**src/rtl/mips_decode_issue.sv**
```systemverilog
// Decode/issue stage: one-entry instruction buffer, RAW busy scoreboard, operand bundle to execute.
// Optional macro MIPS_DECODE_ILLEGAL_EN adds iss_illegal for unknown opcode/funct encodings.
module mips_decode_issue #(
    parameter int unsigned DATA_W = 32,
    parameter int unsigned REG_AW = 5
) (
    input  logic              clk,
    input  logic              rst_n,
    input  logic              instr_valid,
    output logic              instr_ready,
    input  logic [DATA_W-1:0] instr,
    output logic [REG_AW-1:0] read_reg_1,
    output logic [REG_AW-1:0] read_reg_2,
    input  logic [DATA_W-1:0] read_data_1,
    input  logic [DATA_W-1:0] read_data_2,
    output logic              iss_valid,
    input  logic              iss_ready,
    output logic [5:0]        iss_opcode,
    output logic [5:0]        iss_funct,
    output logic [DATA_W-1:0] iss_op_a,
    output logic [DATA_W-1:0] iss_op_b,
    output logic [DATA_W-1:0] iss_imm,
    output logic [REG_AW-1:0] iss_dest,
    output logic              iss_reg_write,
    input  logic              wb_valid,
    input  logic [REG_AW-1:0] wb_reg
`ifdef MIPS_DECODE_ILLEGAL_EN
    ,
    output logic              iss_illegal
`endif
);

    localparam int unsigned NREG  = 1 << REG_AW;
    localparam int unsigned OPC_W = 6;
    localparam int unsigned IMM_W = 16;

    localparam logic [OPC_W-1:0] OP_RTYPE = 6'h00;
    localparam logic [OPC_W-1:0] OP_J     = 6'h02;
    localparam logic [OPC_W-1:0] OP_JAL   = 6'h03;
    localparam logic [OPC_W-1:0] OP_BEQ   = 6'h04;
    localparam logic [OPC_W-1:0] OP_BNE   = 6'h05;
    localparam logic [OPC_W-1:0] OP_ANDI  = 6'h0C;
    localparam logic [OPC_W-1:0] OP_ORI   = 6'h0D;
    localparam logic [OPC_W-1:0] OP_XORI  = 6'h0E;
    localparam logic [OPC_W-1:0] OP_LW    = 6'h23;
    localparam logic [OPC_W-1:0] OP_SW    = 6'h2B;
    localparam logic [OPC_W-1:0] FN_JR    = 6'h08;

    logic [DATA_W-1:0] r_ir;
    logic              r_ir_valid;
    logic [NREG-1:0]   r_busy;
    logic [NREG-1:0]   w_busy_nxt;

    logic              r_iss_valid;
    logic [OPC_W-1:0]  r_iss_opcode;
    logic [OPC_W-1:0]  r_iss_funct;
    logic [DATA_W-1:0] r_iss_op_a;
    logic [DATA_W-1:0] r_iss_op_b;
    logic [DATA_W-1:0] r_iss_imm;
    logic [REG_AW-1:0] r_iss_dest;
    logic              r_iss_reg_write;

    logic [OPC_W-1:0]  w_opcode;
    logic [OPC_W-1:0]  w_funct;
    logic [REG_AW-1:0] w_rs;
    logic [REG_AW-1:0] w_rt;
    logic [REG_AW-1:0] w_rd;
    logic [IMM_W-1:0]  w_imm16;
    logic [DATA_W-1:0] w_imm;
    logic [REG_AW-1:0] w_dest;
    logic              w_reads_rs;
    logic              w_reads_rt;
    logic              w_rw;
    logic              w_reg_write;
    logic              w_hazard;
    logic              w_advance;
    logic              w_accept;

    assign w_opcode = r_ir[31:26];
    assign w_rs     = r_ir[25:21];
    assign w_rt     = r_ir[20:16];
    assign w_rd     = r_ir[15:11];
    assign w_funct  = r_ir[5:0];
    assign w_imm16  = r_ir[15:0];

    // Logical immediates are zero-extended; everything else sign-extends.
    assign w_imm = (w_opcode == OP_ANDI || w_opcode == OP_ORI || w_opcode == OP_XORI)
                 ? {{(DATA_W-IMM_W){1'b0}}, w_imm16}
                 : {{(DATA_W-IMM_W){w_imm16[IMM_W-1]}}, w_imm16};

    always_comb begin
        w_reads_rs = 1'b0;
        w_reads_rt = 1'b0;
        w_rw       = 1'b0;
        w_dest     = '0;
        unique case (w_opcode)
            OP_RTYPE: begin
                w_dest     = w_rd;
                w_reads_rs = 1'b1;
                if (w_funct != FN_JR) begin
                    w_reads_rt = 1'b1;
                    w_rw       = 1'b1;
                end
            end
            6'h08, 6'h09, 6'h0A, 6'h0B, OP_ANDI, OP_ORI, OP_XORI, 6'h0F, OP_LW: begin
                w_dest     = w_rt;
                w_reads_rs = 1'b1;
                w_rw       = 1'b1;
            end
            OP_SW, OP_BEQ, OP_BNE: begin
                w_reads_rs = 1'b1;
                w_reads_rt = 1'b1;
            end
            OP_JAL: begin
                w_dest = REG_AW'(31);
                w_rw   = 1'b1;
            end
            default: begin
                w_rw = 1'b0;
            end
        endcase
    end

`ifdef MIPS_DECODE_ILLEGAL_EN
    logic w_illegal;
    logic r_iss_illegal;

    always_comb begin
        w_illegal = 1'b0;
        if (w_opcode == OP_RTYPE) begin
            w_illegal = !(w_funct inside {6'h00, 6'h02, 6'h03, 6'h08, [6'h20:6'h27], 6'h2A, 6'h2B});
        end else if (!(w_opcode inside {OP_J, OP_JAL, OP_BEQ, OP_BNE, [6'h08:6'h0F], OP_LW, OP_SW})) begin
            w_illegal = 1'b1;
        end
    end

    // Illegal bundles never claim a destination, so the scoreboard is untouched.
    assign w_reg_write = w_rw && (w_dest != '0) && !w_illegal;

    always_ff @(posedge clk or negedge rst_n) begin
        if (!rst_n) begin
            r_iss_illegal <= 1'b0;
        end else if (w_advance) begin
            r_iss_illegal <= w_illegal;
        end
    end

    assign iss_illegal = r_iss_illegal;
`else
    assign w_reg_write = w_rw && (w_dest != '0);
`endif

    // Registered busy only: a writeback landing this edge is visible next cycle.
    assign w_hazard  = r_ir_valid &&
                       ((w_reads_rs && (w_rs != '0) && r_busy[w_rs]) ||
                        (w_reads_rt && (w_rt != '0) && r_busy[w_rt]));
    assign w_advance = r_ir_valid && !w_hazard && (!r_iss_valid || iss_ready);
    assign w_accept  = instr_valid && instr_ready;

    assign instr_ready = !r_ir_valid || w_advance;
    assign read_reg_1  = w_rs;
    assign read_reg_2  = w_rt;

    always_ff @(posedge clk or negedge rst_n) begin
        if (!rst_n) begin
            r_ir       <= '0;
            r_ir_valid <= 1'b0;
        end else if (w_accept) begin
            r_ir       <= instr;
            r_ir_valid <= 1'b1;
        end else if (w_advance) begin
            r_ir_valid <= 1'b0;
        end
    end

    always_ff @(posedge clk or negedge rst_n) begin
        if (!rst_n) begin
            r_iss_valid     <= 1'b0;
            r_iss_opcode    <= '0;
            r_iss_funct     <= '0;
            r_iss_op_a      <= '0;
            r_iss_op_b      <= '0;
            r_iss_imm       <= '0;
            r_iss_dest      <= '0;
            r_iss_reg_write <= 1'b0;
        end else if (w_advance) begin
            r_iss_valid     <= 1'b1;
            r_iss_opcode    <= w_opcode;
            r_iss_funct     <= w_funct;
            r_iss_op_a      <= read_data_1;
            r_iss_op_b      <= read_data_2;
            r_iss_imm       <= w_imm;
            r_iss_dest      <= w_dest;
            r_iss_reg_write <= w_reg_write;
        end else if (iss_ready) begin
            r_iss_valid <= 1'b0;
        end
    end

    // Clear on writeback, then set on issue so a same-register collision stays busy.
    always_comb begin
        w_busy_nxt = r_busy;
        if (wb_valid) begin
            w_busy_nxt[wb_reg] = 1'b0;
        end
        if (w_advance && w_reg_write) begin
            w_busy_nxt[w_dest] = 1'b1;
        end
        w_busy_nxt[0] = 1'b0;
    end

    always_ff @(posedge clk or negedge rst_n) begin
        if (!rst_n) begin
            r_busy <= '0;
        end else begin
            r_busy <= w_busy_nxt;
        end
    end

    assign iss_valid     = r_iss_valid;
    assign iss_opcode    = r_iss_opcode;
    assign iss_funct     = r_iss_funct;
    assign iss_op_a      = r_iss_op_a;
    assign iss_op_b      = r_iss_op_b;
    assign iss_imm       = r_iss_imm;
    assign iss_dest      = r_iss_dest;
    assign iss_reg_write = r_iss_reg_write;

endmodule
```
**config.mk**
```make
export PLATFORM = sky130hd
export DESIGN_NAME = mips_decode_issue
export DESIGN_NICKNAME = d
export VERILOG_FILES = /design/src/rtl/mips_decode_issue.sv
export SDC_FILE = /design/constraint.sdc
export NUM_CORES = 1
export LEC_CHECK = 0
export ABC_AREA = 1
export BUFFER_PORTS_ARGS = -buffer_cell sky130_fd_sc_hd__buf_2
export CAP_MARGIN = 20
export CORE_ASPECT_RATIO = 2
export CORE_UTILIZATION = 25
export CTS_CLUSTER_DIAMETER = 40
export CTS_CLUSTER_SIZE = 20
export DETAILED_ROUTE_END_ITERATION = 12
export PLACE_DENSITY_LB_ADDON = 0.08
export SYNTH_ARGS = -nofsm -noshare
export SYNTH_HDL_FRONTEND = slang
export SYNTH_SLANG_ARGS = --single-unit
```
**constraint.sdc**
```tcl
create_clock -name clk -period 2.8 [get_ports clk]
set_clock_uncertainty 0.1 [all_clocks]
set_input_delay 0.42 -clock clk [delete_from_list [all_inputs] [get_ports clk]]
set_output_delay 0.42 -clock clk [all_outputs]
set_load 0.01 [all_outputs]
```
Word-level counts from Yosys, hierarchy flattened
Index checks and enable logic that the tools add are counted.
{ "totals": {"regBits": 179, "inputBits": 106} }
{ "op_classes": {"magnitude_cmp": 6, "n_eq_ne": 14, "muxes": 20, "bitwise_logic": 3, "reduce_logical": 30} }
{ "ops": {"columns": ["cell", "n"], "rows": [
  ["two-way mux 32 bit", 3],
  ["equality test 6 x 4 -> 1 bit, second input constant", 8],
  ["bitwise AND 32 bit", 1],
  ["inverter 32 bit", 1],
  ["OR 32 bit", 1],
  ["< comparator 5 x 6 -> 1 bit, second input constant", 4],
  ["one-hot mux 5 bit (3 select lines)", 1],
  ["nonzero test 5 bit", 3],
  ["OR reduction 13 bit", 1],
  ["equality test 6 x 3 -> 1 bit, second input constant", 2],
  ["equality test 6 bit, second input constant", 2],
  ["logical AND 1 bit", 12],
  ["binary-select mux 1 bit (select 5 bit)", 2],
  ["demux 1 bit (select 5 bit)", 2],
  [">= comparator 5 x 1 -> 1 bit, second input constant", 2],
  ["two-way mux 1 bit", 10],
  ["OR reduction 10 bit", 1],
  ["OR reduction 9 bit", 1],
  ["equality test 6 x 2 -> 1 bit, second input constant", 1],
  ["zero test 6 bit", 1],
  ["!= test 6 x 4 -> 1 bit, second input constant", 1],
  ["logical OR 1 bit", 5],
  ["one-hot mux 1 bit (2 select lines)", 2],
  ["nonzero test 2 bit", 2],
  ["other kinds (2)", 4]
]} }

Logic depth before layout (Yosys ltp)
Gate-level depths: netlist (run 1).
{ "depth": {"ltp_word": 13, "depth_mapped": 17} }

Worst setup path after synthesis (run 1)
Ideal clock, no wire load.
{ "synth_path": {"path_type": "flip-flop to output port", "startpoint": "register r_ir[16]", "endpoint": "output port instr_ready", "arrival_ns": 1.617, "slack_ns": 0.663, "stages_incl_launch_ff": 13, "path_buffers": 3, "path_cell_list": "dfrtp_1 -> buf_4 -> buf_2 -> nand2_1 -> nand3_1 -> nand3_1 -> nand3_1 -> nand2_1 -> nand2_1 -> nand3_1 -> nand2_1 -> o21bai_4 -> buf_2"} }
{ "synth_between": {"elab_chain_len": 9} }
{ "synth_lines": {"columns": ["element", "line_no", "source"], "rows": [
  ["from (decl)", "49", "logic [DATA_W-1:0] r_ir;"],
  ["from (signal assigned)", "169", "r_ir <= instr;"],
  ["binary-select mux 1 bit (select 5 bit) or nonzero test 5 bit (tied branches)", "156", "(w_reads_rt && (w_rt != '0) && r_busy[w_rt]));"],
  ["two-way mux 1 bit (not written as such) or logical AND 1 bit (tied branches)", "156", null],
  ["logical AND 1 bit *", "156", null],
  ["logical OR 1 bit *", "155", "((w_reads_rs && (w_rs != '0) && r_busy[w_rs]) ||"],
  ["logical AND 1 bit *", "154", "assign w_hazard = r_ir_valid &&"],
  ["zero test 1 bit *", "157", "assign w_advance = r_ir_valid && !w_hazard && (!r_iss_valid || iss_ready);"],
  ["logical AND 1 bit * (2 in series)", "157", null],
  ["logical OR 1 bit *", "160", "assign instr_ready = !r_ir_valid || w_advance;"],
  ["to (decl)", "10", "output logic instr_ready,"]
]} }
Mark *: on every way between the ends. The rest lies on a longest branch, timed or not. The select of a mux whose other input is x is not followed.

Final worst setup path (run 1)
Ends and elaborated chain as after synthesis.

==> results of run 1 <==
==> final timing paths <==
path / depth (start not counted) / startpoint / endpoint / slack, ps
worst max-delay path: 11 / r_ir[16]$_DFFE_PN0P_ / instr_ready / 170
worst min-delay path: 3 / read_data_2[9] / iss_op_b[9]$_DFFE_PN0P_ / 70
worst max register to register: 13 / r_ir[30]$_DFFE_PN0P_ / r_busy[5]$_DFF_PN0_ / 390
worst min register to register: 2 / iss_op_b[6]$_DFFE_PN0P_ / iss_op_b[6]$_DFFE_PN0P_ / 370
max in group asynchronous: 3 / rst_n / iss_op_b[27]$_DFFE_PN0P_ / 1550
min in group asynchronous: 2 / rst_n / iss_op_a[13]$_DFFE_PN0P_ / 270
==> worst min-delay path, stage by stage <==
cell     delay [ps]
buf_2            70
nand2_1          40
nand2_1          50
==> Yosys cell counts (all sizes together) <==
master | n | area (um^2)
nand3 | 137 | 690.7
a21oi | 4 | 31.28
nor3 | 1 | 16.27
inv | 41 | 153.9
o21ai | 42 | 210.2
dfrtp | 158 | 3954
nand3b | 1 | 7.510
o21a | 2 | 15.01
and2 | 1 | 6.260
nand2 | 459 | 1728
nor2 | 48 | 205.2
clkinv | 2 | 7.510
clkbuf | 4 | 15.01
nor4 | 1 | 6.260
buf | 70 | 461.7
o21bai | 2 | 26.28
==> cell type report <==
type / instances / share of cell area [%]
clock inverter: 14 / 1.166
tap: 364 / 4.715
timing repair inverter: 1 / 0.05181
inverter: 43 / 1.762
multi-input combinational: 698 / 30.60
sequential: 158 / 40.98
clock buffer: 18 / 4.443
timing repair buffer: 263 / 16.28
==> cell families after synthesis <==
group,share of synthesized area [%]
buffers and inverters,8.469
and+or+nand+nor,35.30
DFF,52.47
AOI/OAI and AO/OA,3.753
==> metal layers <==
metal,vias to the layer above,wire [um]
met1,3285,9290
met5,-,0
met4,0,980
met2,204,15300
li1,3456,-
met3,44,1140
==> power by group through the flow <==
stage	sequential [W]	combinational, W	clock [W]
2_1_floorplan	0.00411	0.00349	0
3_3_place_gp	0.00392	0.00611	0
3_5_place_dp	0.00394	0.00612	0
4_1_cts	0.00391	0.00617	0.00233
5_1_grt	0.00404	0.00682	0.00240
6_report	0.00391	0.00606	0.00222
==> what timing repair did <==
item | in CTS | in global routing
pin swaps | 2 | 0
cloned | 0 | 1
endpoints found under the hold margin | 52 | 0
gates resized for setup | 3 | 12
hold buffers | 1 | 0
setup buffers | 2 | 1
endpoints found under the setup margin | 1 | 1
==> state kept, by name (all words and copies together), names as in the netlist <==
register       flops
r_busy            31
iss_dest           5
iss_op_b          32
iss_funct          5
r_ir              32
iss_opcode         6
iss_valid          1
iss_imm           12
iss_op_a          32
r_ir_valid         1
iss_reg_write      1
==> stage by stage <==
stage,instance area (um^2),setup slack [ps]
floorplan,7535,662.9
global placement,9037,369.8
detailed placement,9037,367.2
CTS,9608,2.821
global route,9659,3.380
finish,9659,168.2
==> run_results.csv, run 1 <==
group,metric,value,unit
cells_and_area,most-common-layout-cells,"nand2_1 (456), buf_2 (229), dfrtp_1 (154), nand3_1 (135), nor2_1 (44)",
power_and_ir_drop,finalPower,0.01219,W
critical_path,cp_num_buf_inv,2,
grt,use_met1,17.14,%
grt,grt_start_max_net_pins,62,
power_and_ir_drop,p_sw_share,46.02,%
cells_and_area,antennaDiodeCount,0,
synthesis,yosys_warnings,0,
cells_and_area,drive_above_1_share,26.44,%
clock_network,cts.sinks,158,
timing,worstMarginPinSlew,538.6,ps
power_and_ir_drop,pwr-share-comb,49.7,%
placed_design,place_hpwl,19550,um
clock_network,root_buffer,"clkbuf_16",
synthesis,synth-seq-cells,158,
timing,finalSetupViolations,0,
timing,rsz0062_at_grt,"no",
cells_and_area,fin_cells,1559,
cells_and_area,layout_commonest_cell,"nand2_1",
grt,met3_usage,3.621,%
routing,drc,38,
die,fp.dieW,124.8,um
routing,dr.pass1.iters,8,
job,max_cap_viol_count,0,
die,start_util,25.44,%
critical_path,crit_path_top_delay_cell,"dfrtp_2",
synthesis,synth.distinct_cells,27,
status,violations,"DRC",
power_and_ir_drop,power.share.clock,18.2,%
power_and_ir_drop,power_leakage,5.345,nW
grt,grt_usage,17.93,%
critical_path,required,2280,ps
synthesis,avgSynthCellArea,7.744,um^2
placed_design,io_buffers,231,
routing,num_vias,6989,
critical_path,path_delay_family,"simple AND/OR/NAND/NOR gates",
timing,maxSlewViolCount,0,
routing,routedWlPerCell,17.14,um
synthesis,synth-seq-area-share,52.47,%
timing,period_minus_slack,2632,ps
critical_path,crit_path_start_kind,"flip-flop",
critical_path,worstPathMaxFanout,16,
clock_network,clock_path_buffers,2,
grt,gr-total-overflow,0,
timing,worst_hold_slack,69.64,ps
synthesis,synth.cell_area,7535,um^2
power_and_ir_drop,p_int,0.006579,W
die,coreArea,29620,um^2
cells_and_area,seq_area,3959,um^2
routing,first_iter_violations,338,
die,design.die.area,30880,um^2
die,num_rows,89,
critical_path,slowest_delay,450,ps
timing,slew-limit-headroom,63.99,%
clock_network,clk_latency,450,ps
die,ios,232,
worst_hold_path,hold_path_class,"in -> reg",
grt,antenna_found_initial,0,
cells_and_area,synthToLayoutAreaGrowth,28.20,%
clock_network,htreeDepth,4,
status,status,"finished with violations",
critical_path,critPathArrivalTime,2110,ps
die,die_h,247.5,um
clock_network,path_clk_slew,70,ps
grt,grt_pass1_vias,7200,
placed_design,routabilityCongestion,0.8337,
cells_and_area,fill_cells,3266,
cells_and_area,fin_util,32.61,%
critical_path,crit_type,"reg -> out",
synthesis,synth_nets,1079,
power_and_ir_drop,powerDensity,1262,nW/um^2
placed_design,dp.cells,1522,
timing,fmax,0.3800,GHz
power_and_ir_drop,p_sw,0.005609,W
power_and_ir_drop,peakVddDrop,532.9,uV
critical_path,cp-end-kind,"output pin",
critical_path,crit_chain,"buf_6 > nand2_1 > nand3_1 > nand3_1 > nand3_1 > nand2_1 > nand2_1 > nand3_2 > nand2_2 > o21bai_4 > buf_6",
clock_network,cts_tree,"built",
timing,period_share,93.99,%
synthesis,syn_inst,973,
cells_and_area,multiInputGateArea,2955,um^2
timing,setup_tns,0,ps
cells_and_area,finalNetCount,1288,
routing,finalWirelength,26720,um
routing,routed_via_density,4.483,
grt,grt_pass1_wl,41330,um
clock_network,cts_buffers,17,
timing,hold_violations,0,
grt,busiest_layer,"met2",
grt,use_met2,35.91,%
routing,ant_nets,0,
power_and_ir_drop,power_frac_seq,32.1,%
No activity file was read; power rests on OpenSTA's default activity.
==> run 2: changes to the inputs <==
CTS_BUF_LIST = sky130_fd_sc_hd__clkbuf_8   (was not set)
==> run 2 against run 1 <==
Compared with the run above:
- the flow still finishes with violations (DRC)
- non-clock buffer count is 59 higher
- worst hold slack worse by 26 ps
- cell area is 4.8% higher
- sequential share of layout area is 1.9 points lower
- total power is 3.1% lower
- first-iteration DRC count is 7.7% lower
- sequential power hardly changed
- register-to-register slack worse by 30 ps
- clock-buffer cell count is 1 lower
- combinational power is 3.5% higher
- utilization is 1.6 points higher
- sequential cell count stayed put
- highest routed layer unchanged
==> run_results.csv, run 2 (synthesis gave the netlist of run 1 again) <==
group,metric,value,unit
job,max_cap_viol_count,0,
timing,fin_ws,145.3,ps
routing,finalWirelength,27340,um
routing,ant_nets,0,
critical_path,worstPathMaxFanout,8,
critical_path,crit_chain,"clkbuf_16 > nand2_1 > nand3_2 > nand3_2 > nand3_2 > nand2_2 > nand2_2 > nand3_2 > nand2_2 > o21bai_4 > buf_6",
critical_path,crit_path_start_kind,"flip-flop",
clock_network,cts_buffers,17,
power_and_ir_drop,powerDensity,1166,nW/um^2
routing,num_vias,7257,
clock_network,path_clk_slew,90,ps
clock_network,cts.sinks,158,
placed_design,dp.cells,1522,
critical_path,critPathArrivalTime,2130,ps
die,start_util,25.44,%
placed_design,routabilityCongestion,0.8337,
routing,dr.pass1.iters,9,
cells_and_area,layout_commonest_cell,"nand2_1",
critical_path,rr_startpoint,"r_ir[27]$_DFFE_PN0P_",
cells_and_area,most-common-layout-cells,"nand2_1 (452), buf_2 (229), dfrtp_1 (154), nand3_1 (127), dlygate4sd3_1 (56)",
timing,worstMarginPinSlew,543.3,ps
die,die_h,247.5,um
cells_and_area,fin_cells,1618,
grt,grt_start_max_net_pins,62,
die,design.die.area,30880,um^2
power_and_ir_drop,peakVddDrop,526.5,uV
timing,finalSetupViolations,0,
die,num_rows,89,
power_and_ir_drop,power_leakage,5.538,nW
cells_and_area,fill_cells,3230,
timing,period_share,94.81,%
critical_path,crit_type,"reg -> out",
placed_design,io_buffers,231,
die,coreArea,29620,um^2
timing,period_minus_slack,2655,ps
critical_path,cp-end-kind,"output pin",
cells_and_area,finalNetCount,1346,
routing,routedWlPerCell,16.90,um
clock_network,htreeDepth,4,
clock_network,root_buffer,"clkbuf_8",
placed_design,placed_area,9037,um^2
power_and_ir_drop,finalPower,0.01181,W
die,fp.dieW,124.8,um
grt,gr-total-overflow,0,
worst_hold_path,hold_path_class,"in -> reg",
routing,wl_met2,15050,um
grt,grt_usage,18.16,%
critical_path,slowest_delay,510,ps
grt,grt_pass1_vias,7423,
timing,maxSlewViolCount,0,
die,ios,232,
timing,setup_tns,0,ps
critical_path,cp_common_cell,"nand3_2",
cells_and_area,synthToLayoutAreaGrowth,34.41,%
routing,drc,39,
status,violations,"DRC",
routing,first_iter_violations,312,
timing,fmax,0.3767,GHz
routing,top_layer,"met4",
clock_network,cts_tree,"built",
critical_path,required,2280,ps
timing,hold_violations,0,
routing,wl_met1,9784,um
placed_design,place_ws,367.2,ps
status,status,"finished with violations",
grt,antenna_found_initial,1,
critical_path,crit_path_top_delay_cell,"dfrtp_2",
routing,wl_met3,1048,um
cells_and_area,stdcell_area,10130,um^2
grt,grt_pass1_wl,41890,um
placed_design,place_hpwl,19550,um
routing,routed_via_density,4.485,
clock_network,clk_latency,500,ps
cells_and_area,drive_above_1_share,26.58,%
clock_network,clock_path_buffers,2,
worst_hold_path,min_from,"read_data_1[17]",
timing,slew-limit-headroom,63.78,%
critical_path,startpoint,"r_ir[16]$_DFFE_PN0P_",
==> run 2: cell count changes in the layout (fill, tap and decap cells not counted), sizes merged <==
cell,delta
buf,+3
clkinv,+1
clkinvlp,-2
diode,+1
dlygate4sd3,+55
inv,+1
==> run 2: repair_timing <==
item | 4_1_cts | 5_1_grt
endpoints found under the hold margin | 173 | 0
pin swaps | 2 | 8
endpoints found under the setup margin | 1 | 1
cloned | 0 | 1
buffers inserted | 3 | 3
resized for setup | 8 | 24
hold buffers | 56 | 0
==> run 2: final cells by class <==
type                    instances  area, um^2  share of cell area [%]
clock buffers                  17       234.0                   2.310
multi-input cells             698        3008                   29.70
flip-flops and latches        158        3959                   39.09
well taps                     364       455.4                   4.497
inverters                      43       172.7                   1.705
repair buffers                322        2180                   21.52
clock inverters                15       116.4                   1.149
diodes                          1       2.502                 0.02471
==> run 2: final timing paths <==
check / to / slack, ps / cells after the start
max in group asynchronous: iss_op_b[27]$_DFFE_PN0P_ / 1600 / 3
setup reg to reg: r_busy[8]$_DFF_PN0_ / 360 / 14
setup / recovery: instr_ready / 150 / 11
hold reg to reg: iss_op_b[24]$_DFFE_PN0P_ / 370 / 2
min in group asynchronous: iss_op_a[24]$_DFFE_PN0P_ / 220 / 2
hold / removal: iss_op_a[17]$_DFFE_PN0P_ / 40 / 3
==> run 2: metrics by stage <==
stage,utilization [%],hold slack [ps]
5_1_grt,34.19,16.26
4_1_cts,33.72,0.09248
3_3_place_gp,30.51,170.7
2_1_floorplan,-,24.41
6_report,34.19,44.06
3_5_place_dp,30.51,168.5
==> run 2: power breakdown <==
part           switching [W]  internal [W]  total [W]
Sequential          0.000681       0.00324    0.00392
Clock               0.000997      0.000626    0.00162
Combinational        0.00395       0.00232    0.00627
==> run 2: worst max-delay path: cells and delay by family, from the launching register on <==
family                 cells  cell delay [ps]
and+or+nand+nor            8              650
buffers and inverters      2              330
AOI/OAI and AO/OA          1              150
DFF                        1              510
==> run 2: metal layers <==
metal / GRT usage [%] / vias up
li1: - / 3564
met1: 17.63 / 3407
met2: 34.98 / 227
met3: 3.169 / 59
met4: 12.02 / 0
met5: 0 / -
